<file path="config.mk">
export PLATFORM = sky130hd
export DESIGN_NAME = men
export DESIGN_NICKNAME = d
export VERILOG_FILES = /design/src/rtl/men.sv
export SDC_FILE = /design/constraint.sdc
export NUM_CORES = 1
export LEC_CHECK = 0
export ABC_AREA = 1
export CELL_PAD_IN_SITES_DETAIL_PLACEMENT = 1
export CELL_PAD_IN_SITES_GLOBAL_PLACEMENT = 2
export CORE_ASPECT_RATIO = 1.5
export CORE_UTILIZATION = 23
export CTS_BUF_LIST = sky130_fd_sc_hd__clkbuf_8
export DETAILED_ROUTE_END_ITERATION = 12
export PLACE_DENSITY = 0.92
export SKIP_LAST_GASP = 1
export SYNTH_ARGS = -nofsm -noshare
export SYNTH_HDL_FRONTEND = slang
export SYNTH_SLANG_ARGS = --single-unit
export TNS_END_PERCENT = 50
</file>
<file path="constraint.sdc">
create_clock -name clk -period 2.75 [get_ports clk]
set_input_delay 0.55 -clock clk [delete_from_list [all_inputs] [get_ports clk]]
set_output_delay 0.55 -clock clk [all_outputs]
set_load 0.05 [all_outputs]
</file>
<file path="src/rtl/men.sv">
// Memory-access pipeline stage: runs loads/stores over a req/ack data bus and formats load results.
// Optional build macro MEN_ALIGN_CHECK_EN traps misaligned half/word accesses instead of truncating the offset.
module men #(
  parameter int DBUS_AW = 32
) (
  input  logic               clk,
  input  logic               rst,
  input  logic [31:0]        ex_wdata,
  input  logic [4:0]         ex_addr,
  input  logic               ex_wd,
  input  logic [3:0]         ex_memop,
  input  logic [31:0]        ex_mem_addr,
  input  logic [31:0]        ex_store_data,
  output logic               dbus_req,
  output logic               dbus_we,
  output logic [DBUS_AW-1:0] dbus_addr,
  output logic [3:0]         dbus_be,
  output logic [31:0]        dbus_wdata,
  input  logic               dbus_ack,
  input  logic [31:0]        dbus_rdata,
  output logic [31:0]        men_wdata,
  output logic [4:0]         men_addr,
  output logic               men_wd,
  output logic               stallreq,
  output logic               men_excp_align
);

  localparam logic [3:0] OP_LB  = 4'd1;
  localparam logic [3:0] OP_LBU = 4'd2;
  localparam logic [3:0] OP_LH  = 4'd3;
  localparam logic [3:0] OP_LHU = 4'd4;
  localparam logic [3:0] OP_LW  = 4'd5;
  localparam logic [3:0] OP_SB  = 4'd6;
  localparam logic [3:0] OP_SH  = 4'd7;
  localparam logic [3:0] OP_SW  = 4'd8;

  localparam logic [1:0] SZ_B = 2'd0;
  localparam logic [1:0] SZ_H = 2'd1;
  localparam logic [1:0] SZ_W = 2'd2;

  typedef enum logic [1:0] {
    IDLE = 2'd0,
    WAIT = 2'd1,
    DONE = 2'd2
  } state_t;

  state_t               state_r, state_s;
  logic                 is_load_s, is_store_s;
  logic [1:0]           size_s;
  logic [1:0]           off_s;
  logic                 misalign_s;
  logic [3:0]           be_s;
  logic [31:0]          st_wdata_s;
  logic                 issue_s;
  logic                 stall_s, wd_s, excp_s;
  logic [31:0]          wdata_s;
  logic [4:0]           addr_s;
  logic                 req_r, we_r;
  logic [DBUS_AW-1:0]   dbus_addr_r;
  logic [3:0]           be_r;
  logic [31:0]          dbus_wdata_r;
  logic [31:0]          rdata_r;
  logic [3:0]           memop_r;
  logic [1:0]           off_r;

  // Lane select plus sign/zero extension of a latched load word.
  function automatic logic [31:0] fmt_load(input logic [3:0] op, input logic [1:0] off,
                                           input logic [31:0] d);
    logic [7:0]  b;
    logic [15:0] h;
    logic [31:0] r;
    case (off)
      2'd0:    b = d[7:0];
      2'd1:    b = d[15:8];
      2'd2:    b = d[23:16];
      2'd3:    b = d[31:24];
      default: b = d[7:0];
    endcase
    h = off[1] ? d[31:16] : d[15:0];
    case (op)
      OP_LB:   r = {{24{b[7]}}, b};
      OP_LBU:  r = {24'h000000, b};
      OP_LH:   r = {{16{h[15]}}, h};
      OP_LHU:  r = {16'h0000, h};
      default: r = d;
    endcase
    return r;
  endfunction

  // Memop decode into direction and access size.
  always_comb begin
    is_load_s  = 1'b0;
    is_store_s = 1'b0;
    size_s     = SZ_W;
    case (ex_memop)
      OP_LB, OP_LBU: begin is_load_s  = 1'b1; size_s = SZ_B; end
      OP_LH, OP_LHU: begin is_load_s  = 1'b1; size_s = SZ_H; end
      OP_LW:         begin is_load_s  = 1'b1; size_s = SZ_W; end
      OP_SB:         begin is_store_s = 1'b1; size_s = SZ_B; end
      OP_SH:         begin is_store_s = 1'b1; size_s = SZ_H; end
      OP_SW:         begin is_store_s = 1'b1; size_s = SZ_W; end
      default:       begin is_load_s  = 1'b0; is_store_s = 1'b0; end
    endcase
  end

`ifdef MEN_ALIGN_CHECK_EN
  // Misaligned half/word accesses are trapped rather than issued.
  always_comb begin
    off_s      = ex_mem_addr[1:0];
    misalign_s = 1'b0;
    if (size_s == SZ_H) begin
      misalign_s = ex_mem_addr[0];
    end else if (size_s == SZ_W) begin
      misalign_s = (ex_mem_addr[1:0] != 2'b00);
    end else begin
      misalign_s = 1'b0;
    end
  end
`else
  // Without trapping, offending low offset bits are dropped.
  always_comb begin
    off_s      = ex_mem_addr[1:0];
    misalign_s = 1'b0;
    if (size_s == SZ_H) begin
      off_s = {ex_mem_addr[1], 1'b0};
    end else if (size_s == SZ_W) begin
      off_s = 2'b00;
    end else begin
      off_s = ex_mem_addr[1:0];
    end
  end
`endif

  // Store byte enables and lane-replicated store data; loads read the whole word.
  always_comb begin
    be_s       = 4'b1111;
    st_wdata_s = 32'h0000_0000;
    if (is_store_s) begin
      case (size_s)
        SZ_B: begin
          be_s       = 4'b0001 << off_s;
          st_wdata_s = {4{ex_store_data[7:0]}};
        end
        SZ_H: begin
          be_s       = 4'b0011 << {off_s[1], 1'b0};
          st_wdata_s = {2{ex_store_data[15:0]}};
        end
        default: begin
          be_s       = 4'b1111;
          st_wdata_s = ex_store_data;
        end
      endcase
    end else begin
      be_s       = 4'b1111;
      st_wdata_s = 32'h0000_0000;
    end
  end

  // Next state and writeback-side outputs; reset forces a bubble.
  always_comb begin
    state_s = state_r;
    issue_s = 1'b0;
    stall_s = 1'b0;
    wd_s    = 1'b0;
    excp_s  = 1'b0;
    wdata_s = 32'h0000_0000;
    addr_s  = 5'd0;
    if (rst) begin
      state_s = IDLE;
    end else begin
      case (state_r)
        IDLE: begin
          if ((is_load_s || is_store_s) && !misalign_s) begin
            issue_s = 1'b1;
            stall_s = 1'b1;
            state_s = WAIT;
          end else if ((is_load_s || is_store_s) && misalign_s) begin
            excp_s = 1'b1;
          end else begin
            wdata_s = ex_wdata;
            addr_s  = ex_addr;
            wd_s    = ex_wd;
          end
        end
        WAIT: begin
          stall_s = 1'b1;
          if (dbus_ack) begin
            state_s = DONE;
          end else begin
            state_s = WAIT;
          end
        end
        DONE: begin
          addr_s  = ex_addr;
          wd_s    = ex_wd;
          state_s = IDLE;
          if (memop_r >= OP_LB && memop_r <= OP_LW) begin
            wdata_s = fmt_load(memop_r, off_r, rdata_r);
          end else begin
            wdata_s = ex_wdata;
          end
        end
        default: state_s = IDLE;
      endcase
    end
  end

  // State register.
  always_ff @(posedge clk) begin
    if (rst) begin
      state_r <= IDLE;
    end else begin
      state_r <= state_s;
    end
  end

  // Bus request registers, held steady from issue until ack; ack outside WAIT is ignored.
  always_ff @(posedge clk) begin
    if (rst) begin
      req_r        <= 1'b0;
      we_r         <= 1'b0;
      dbus_addr_r  <= '0;
      be_r         <= 4'b0000;
      dbus_wdata_r <= 32'h0000_0000;
      rdata_r      <= 32'h0000_0000;
      memop_r      <= 4'd0;
      off_r        <= 2'b00;
    end else if (issue_s) begin
      req_r        <= 1'b1;
      we_r         <= is_store_s;
      dbus_addr_r  <= {ex_mem_addr[DBUS_AW-1:2], 2'b00};
      be_r         <= be_s;
      dbus_wdata_r <= st_wdata_s;
      memop_r      <= ex_memop;
      off_r        <= off_s;
    end else if (state_r == WAIT && dbus_ack) begin
      req_r   <= 1'b0;
      rdata_r <= dbus_rdata;
    end else begin
      req_r <= req_r;
    end
  end

  assign dbus_req       = req_r;
  assign dbus_we        = we_r;
  assign dbus_addr      = dbus_addr_r;
  assign dbus_be        = be_r;
  assign dbus_wdata     = dbus_wdata_r;
  assign men_wdata      = wdata_s;
  assign men_addr       = addr_s;
  assign men_wd         = wd_s;
  assign stallreq       = stall_s;
  assign men_excp_align = excp_s;

endmodule

</file>
* Word level (Yosys, flattened, before mapping)
Cells that the tools add are included.
** Cells by class
- Magnitude comparators :: 2
- Eq/ne operators :: 20
- Shift operators :: 2
- Muxes and demuxes :: 32
- Bitwise operators :: 1
- Reduce and logical (&&, ||, !) cells :: 12
** Operators by type and width (number)
- 32-bit two-way mux :: 4
- 32-bit one-hot mux with 2 select lines :: 2
- 32-bit one-hot mux with 4 select lines :: 1
- 8-bit one-hot mux with 4 select lines :: 1
- 4-bit by 3-bit == test with 1-bit output (second input constant) :: 5
- 4-bit by 2-bit == test with 1-bit output (second input constant) :: 4
- 16-bit two-way mux :: 1
- 1-bit two-way mux :: 10
- 5-bit two-way mux :: 2
- 5-bit one-hot mux with 2 select lines :: 1
- 3-bit OR reduction :: 3
- 2-bit == test (second input constant) :: 4
- 4-bit by 1-bit == test with 1-bit output (second input constant) :: 2
- 2-bit two-way mux :: 4
- 2-bit one-hot mux with 2 select lines :: 2
- 4-bit one-hot mux with 2 select lines :: 1
- 2-bit by 1-bit == test with 1-bit output (second input constant) :: 3
- 2-bit logical NOT :: 3
- 5-bit OR reduction :: 1
- 4-bit == test (second input constant) :: 1
- 4-bit by 1-bit greater-or-equal comparator with 1-bit output (second input constant) :: 1
- 4-bit by 3-bit <= comparator with 1-bit output (second input constant) :: 1
- 4-bit two-way mux :: 1
- 1-bit one-hot mux with 2 select lines :: 2
- other kinds (8) :: 9
** Storage, ports and cells
- Bits in registers :: 108
- Input port bits :: 141
- Output and inout bits :: 110

* Logic depth before layout (Yosys ltp)
Gate-level depths: netlist (run 1).
- Word-level depth :: 9
- Gate-level depth with buffers :: 10

* Worst setup path after synthesis (run 1)
Ideal clock, no wire load.
- Path type :: input -> output
- Start :: in rst
- End :: out men_addr[0]
- Arrival time :: 2320 ps
- Data required time :: 2200 ps
- Path slack :: -120 ps
- Cell stages on the path :: 4
- Buffers on the path :: 2
- Cell sequence :: buf_2 or2_2 clkbuf_1 nor3b_1
** On the way
- Word-level cells in the longest chain between the ends :: 1
** RTL lines
- start: declaration :: line 7 : input logic rst,
- 5-bit two-way mux :: line 168 : if (rst) begin
- end: declaration :: line 22 : output logic [4:0] men_addr,
No other way between the ends.

* Final worst setup path (run 1)
- Start :: reg memop_r[2]
- End :: out men_wdata[19]
** On the way
- Word-level cells in the longest chain between the ends :: 5
- Elaborated cells on any way between the ends :: 11
- Those cells by class :: order compare (2); eq/ne (4); mux (4); reduce/logical (1)
** RTL lines
- start: declaration :: line 63 : logic [3:0] memop_r;
- start signal: assignment :: line 234 : memop_r <= ex_memop;
- 4-bit by 1-bit greater-or-equal comparator with 1-bit output (tied with other cells) :: line 197 : if (memop_r >= OP_LB && memop_r <= OP_LW) begin
- 1-bit logical AND or 32-bit one-hot mux with 4 select lines (tied branches) :: line 197, 80
- 32-bit two-way mux (*) :: line 197
- 32-bit one-hot mux with 2 select lines (*) :: line 171 : case (state_r)
- 32-bit two-way mux (*) :: line 168
- end: declaration :: line 21 : output logic [31:0] men_wdata,
Every way passes the cells marked *; elsewhere a longest branch is shown, timed or not.

==> results of run 1 <==
==> area by class of cell <==
type,count,area [sq um],area share
diodes,1,2.50,0.000265
repair buffers,291,3280,0.347
clock inverters,6,93.8,0.00994
flip-flops and latches,108,2180,0.231
well taps,319,399,0.0423
multi-input cells,605,3030,0.321
inverters,83,323,0.0342
clock buffers,10,138,0.0146
==> tightest hold or removal path, cell delays in order (launching register included) <==
cell,delay [ns]
dfxtp_1,0.32
nand2_1,0.06
nand2_1,0.04
==> placed cells by master, fill, tap and decap left out, types with 35 or more instances in the layout <==
cell type | synthesis | layout
buf_4 | 10 | 35
nor2_1 | 65 | 62
nand2_1 | 276 | 272
nand3_1 | 60 | 56
o21ai_0 | 45 | 45
dfxtp_1 | 108 | 102
clkdlybuf4s50_1 | 0 | 204
buf_12 | 0 | 42
inv_1 | 74 | 72
a21oi_1 | 84 | 57
==> power breakdown <==
part / internal [W] / leakage, nW / switching [W]
logic: 0.000696 / 3.06 / 0.000961
clock network: 0.000546 / 0.113 / 0.000597
registers: 0.00166 / 0.886 / 0.0000609
==> worst min-delay path by stage <==
stage | startpoint | to | slack (ns)
3_5_place_dp | dbus_wdata[14] | dbus_wdata[14] | 0.44
2_1_floorplan | rdata_r[10] | rdata_r[10] | 0.45
6_report | dbus_wdata[14] | dbus_wdata[14] | 0.45
3_3_place_gp | dbus_we | dbus_we | 0.43
5_1_grt | dbus_wdata[0] | dbus_wdata[0] | 0.48
4_1_cts | dbus_wdata[14] | dbus_wdata[14] | 0.46
==> state kept, by name (all words and copies together) (netlist names), 2 cells and up <==
register / count
dbus_addr: 30
dbus_be: 4
dbus_wdata: 32
memop_r: 4
off_r: 2
rdata_r: 32
state_r: 2
==> logic make-up (layout without fill, tap and decap cells) <==
| family | Yosys count | after routing |
|---|---|---|
| buffers and inverters | 128 | 390 |
| other | 1 | 4 |
| AOI/OAI and AO/OA | 174 | 174 |
| and+or+nand+nor | 428 | 428 |
| DFF | 108 | 108 |
==> repair_timing <==
action	in CTS	in global routing
setup endpoints to repair	33	32
gates cloned	2	0
setup buffers	11	6
pin swaps	26	8
gates resized for setup	47	21
==> metal layers <==
layer | vias up | wire [microns] | track usage
met5 | - | 0 | 0
met4 | 0 | 721 | 0.0805
met3 | 31 | 1870 | 0.0607
met2 | 198 | 13000 | 0.379
met1 | 2986 | 8240 | 0.180
li1 | 3213 | - | -
==> per-stage QoR <==
step / utilization / area (sq um)
detailed placement: 0.370 / 8830
CTS: 0.392 / 9350
floorplan: - / 5610
global route: 0.396 / 9450
finish: 0.396 / 9450
global placement: 0.370 / 8830
==> out/metrics.csv, run 1 <==
metric,value,unit
worst hold path class,reg2reg,
worst-margin pin slew,0.891,ns
slowest CP cell,dfxtp_4,
final hold vios,0,
initial antenna violation count,1,
CTS tree,yes,
share of the synthesized area in the top cell type,0.386,
total wire length,23800,microns
worst reg2reg setup slack,0.86,ns
Max-slew headroom,0.404,
Yosys cell types,30,
DR WL/cell,16.8,microns
CP Cell Sequence,nor2_4 -> nand2_4 -> nand2_8 -> buf_4 -> nand2_4 -> clkinv_2 -> nand3_1 -> a21oi_2 -> buf_12,
pre-CTS setup slack,-0.144,ns
TritonCTS Buffers,9,
"Buf+Inv Stages, Crit Path",3,
CP Launch Point,memop_r[2],
largest area contributor in the synthesized netlist,dfxtp_1,
average size of a mapped cell,6.67,sq um
Clock Tree Root,clkbuf_8,
top post-synthesis cells by area,"dfxtp_1, nand2_1, a21oi_1, nand3_1, inv_1",
Skew-Pair Late Insertion Delay,0.40,ns
post-synthesis sequential area ratio,0.386,
detailed placement HPWL,18200,microns
crit path to,men_wdata[19],
Finished Layout Cells,1423,
Mapped Cells,839,
"CTS clk-pin slew, worst paths",0.11,ns
Max-Cap Viols,0,
peak supply drop,0.000630,V
CP arrival,2.09,ns
H-tree level count,3,
final total power,0.00452,W
leakage power,4.06,nW
fin nets,1239,
worst setup margin,0.112,ns
Yosys warnings,0,
startpoint types,register,
Crit path depth,9,
top-count cell post-synth,nand2_1,
"CP delay by family, top",simple AND/OR/NAND/NOR gates,
IO buf count,247,
initial core utilization,0.235,
critical path's most frequent cell,nand2_4,
proportion of synthesized area in mux cells,0,
I/O pin cnt,251,
Max Transition Viols Final,0,
final period utilization,0.959,
R2R depth,5,
CP Class,reg2out,
final hold slack,0.453,ns
Initial DRC Count,180,
Synth Area in XOR/XNOR,0,
Synth Area in Compound Gates,0.181,
critical path's largest stage delay,0.38,ns
fraction of layout cells with a size suffix above 1,0.160,
PD cells,479,nW/um^2
largest net degree at the start of global routing,52,
GRT Total Usage,0.193,
outcome,"finished, final reports clean",
Die ar.,25000,sq um
Worst Setup End Kind,primary output,
synthesized area,5600,sq um
RSZ-0062 raised after global routing,yes,
worst reg2reg startpoint,state_r[0],
Seq cells post-synth,108,
clock tree sinks,108,
Cells after DPL,1387,
setup TNS,0,ns
GP Congestion,0.853,
Post-synth EDFFs,0,
"Max FO, Critical Path",16,
asr flop ratio synth,0,
Via density,4.52,
Synth Area in Adders,0,
Critical Path RT,2.20,ns
die height,193,microns
cts hold-fix bufs,0,
Final ANT Viol Nets,0,
Final Setup Violations,0,
FP Rows,69,
Fmax,0.379,GHz
grt ovf,0,
r2r endpoint,memop_r[2],
Filler cells,2957,
combinational family with the most area after synthesis,simple AND/OR/NAND/NOR gates,
Clock Skews,0.0133,ns
global-route wire length before repair,36200,microns
hold path depth,2,
vias in the first global route,6724,
Floorplan Core Area,23800,sq um
synth cell count leaders,"nand2_1, dfxtp_1, a21oi_1, inv_1, nor2_1",
residual DRC count,0,
iteration count of the initial detailed-routing pass,4,
ys flop type,dfxtp_1,
CTS Buffer Depth,2,
Synth Area in Simple Gates,0.327,
total number of vias,6428,
fin crit period,2.64,ns
Die Span X,129,microns
Synth-to-Final Area Change,68.7,%
No activity file was read; power rests on OpenSTA's default activity.
==> run 2: changes to the inputs <==
Settings changed: GPL_ROUTABILITY_DRIVEN set to 0.
==> results of run 2 <==
No change in the layout: final DEF, timing and power equal those of run 1.
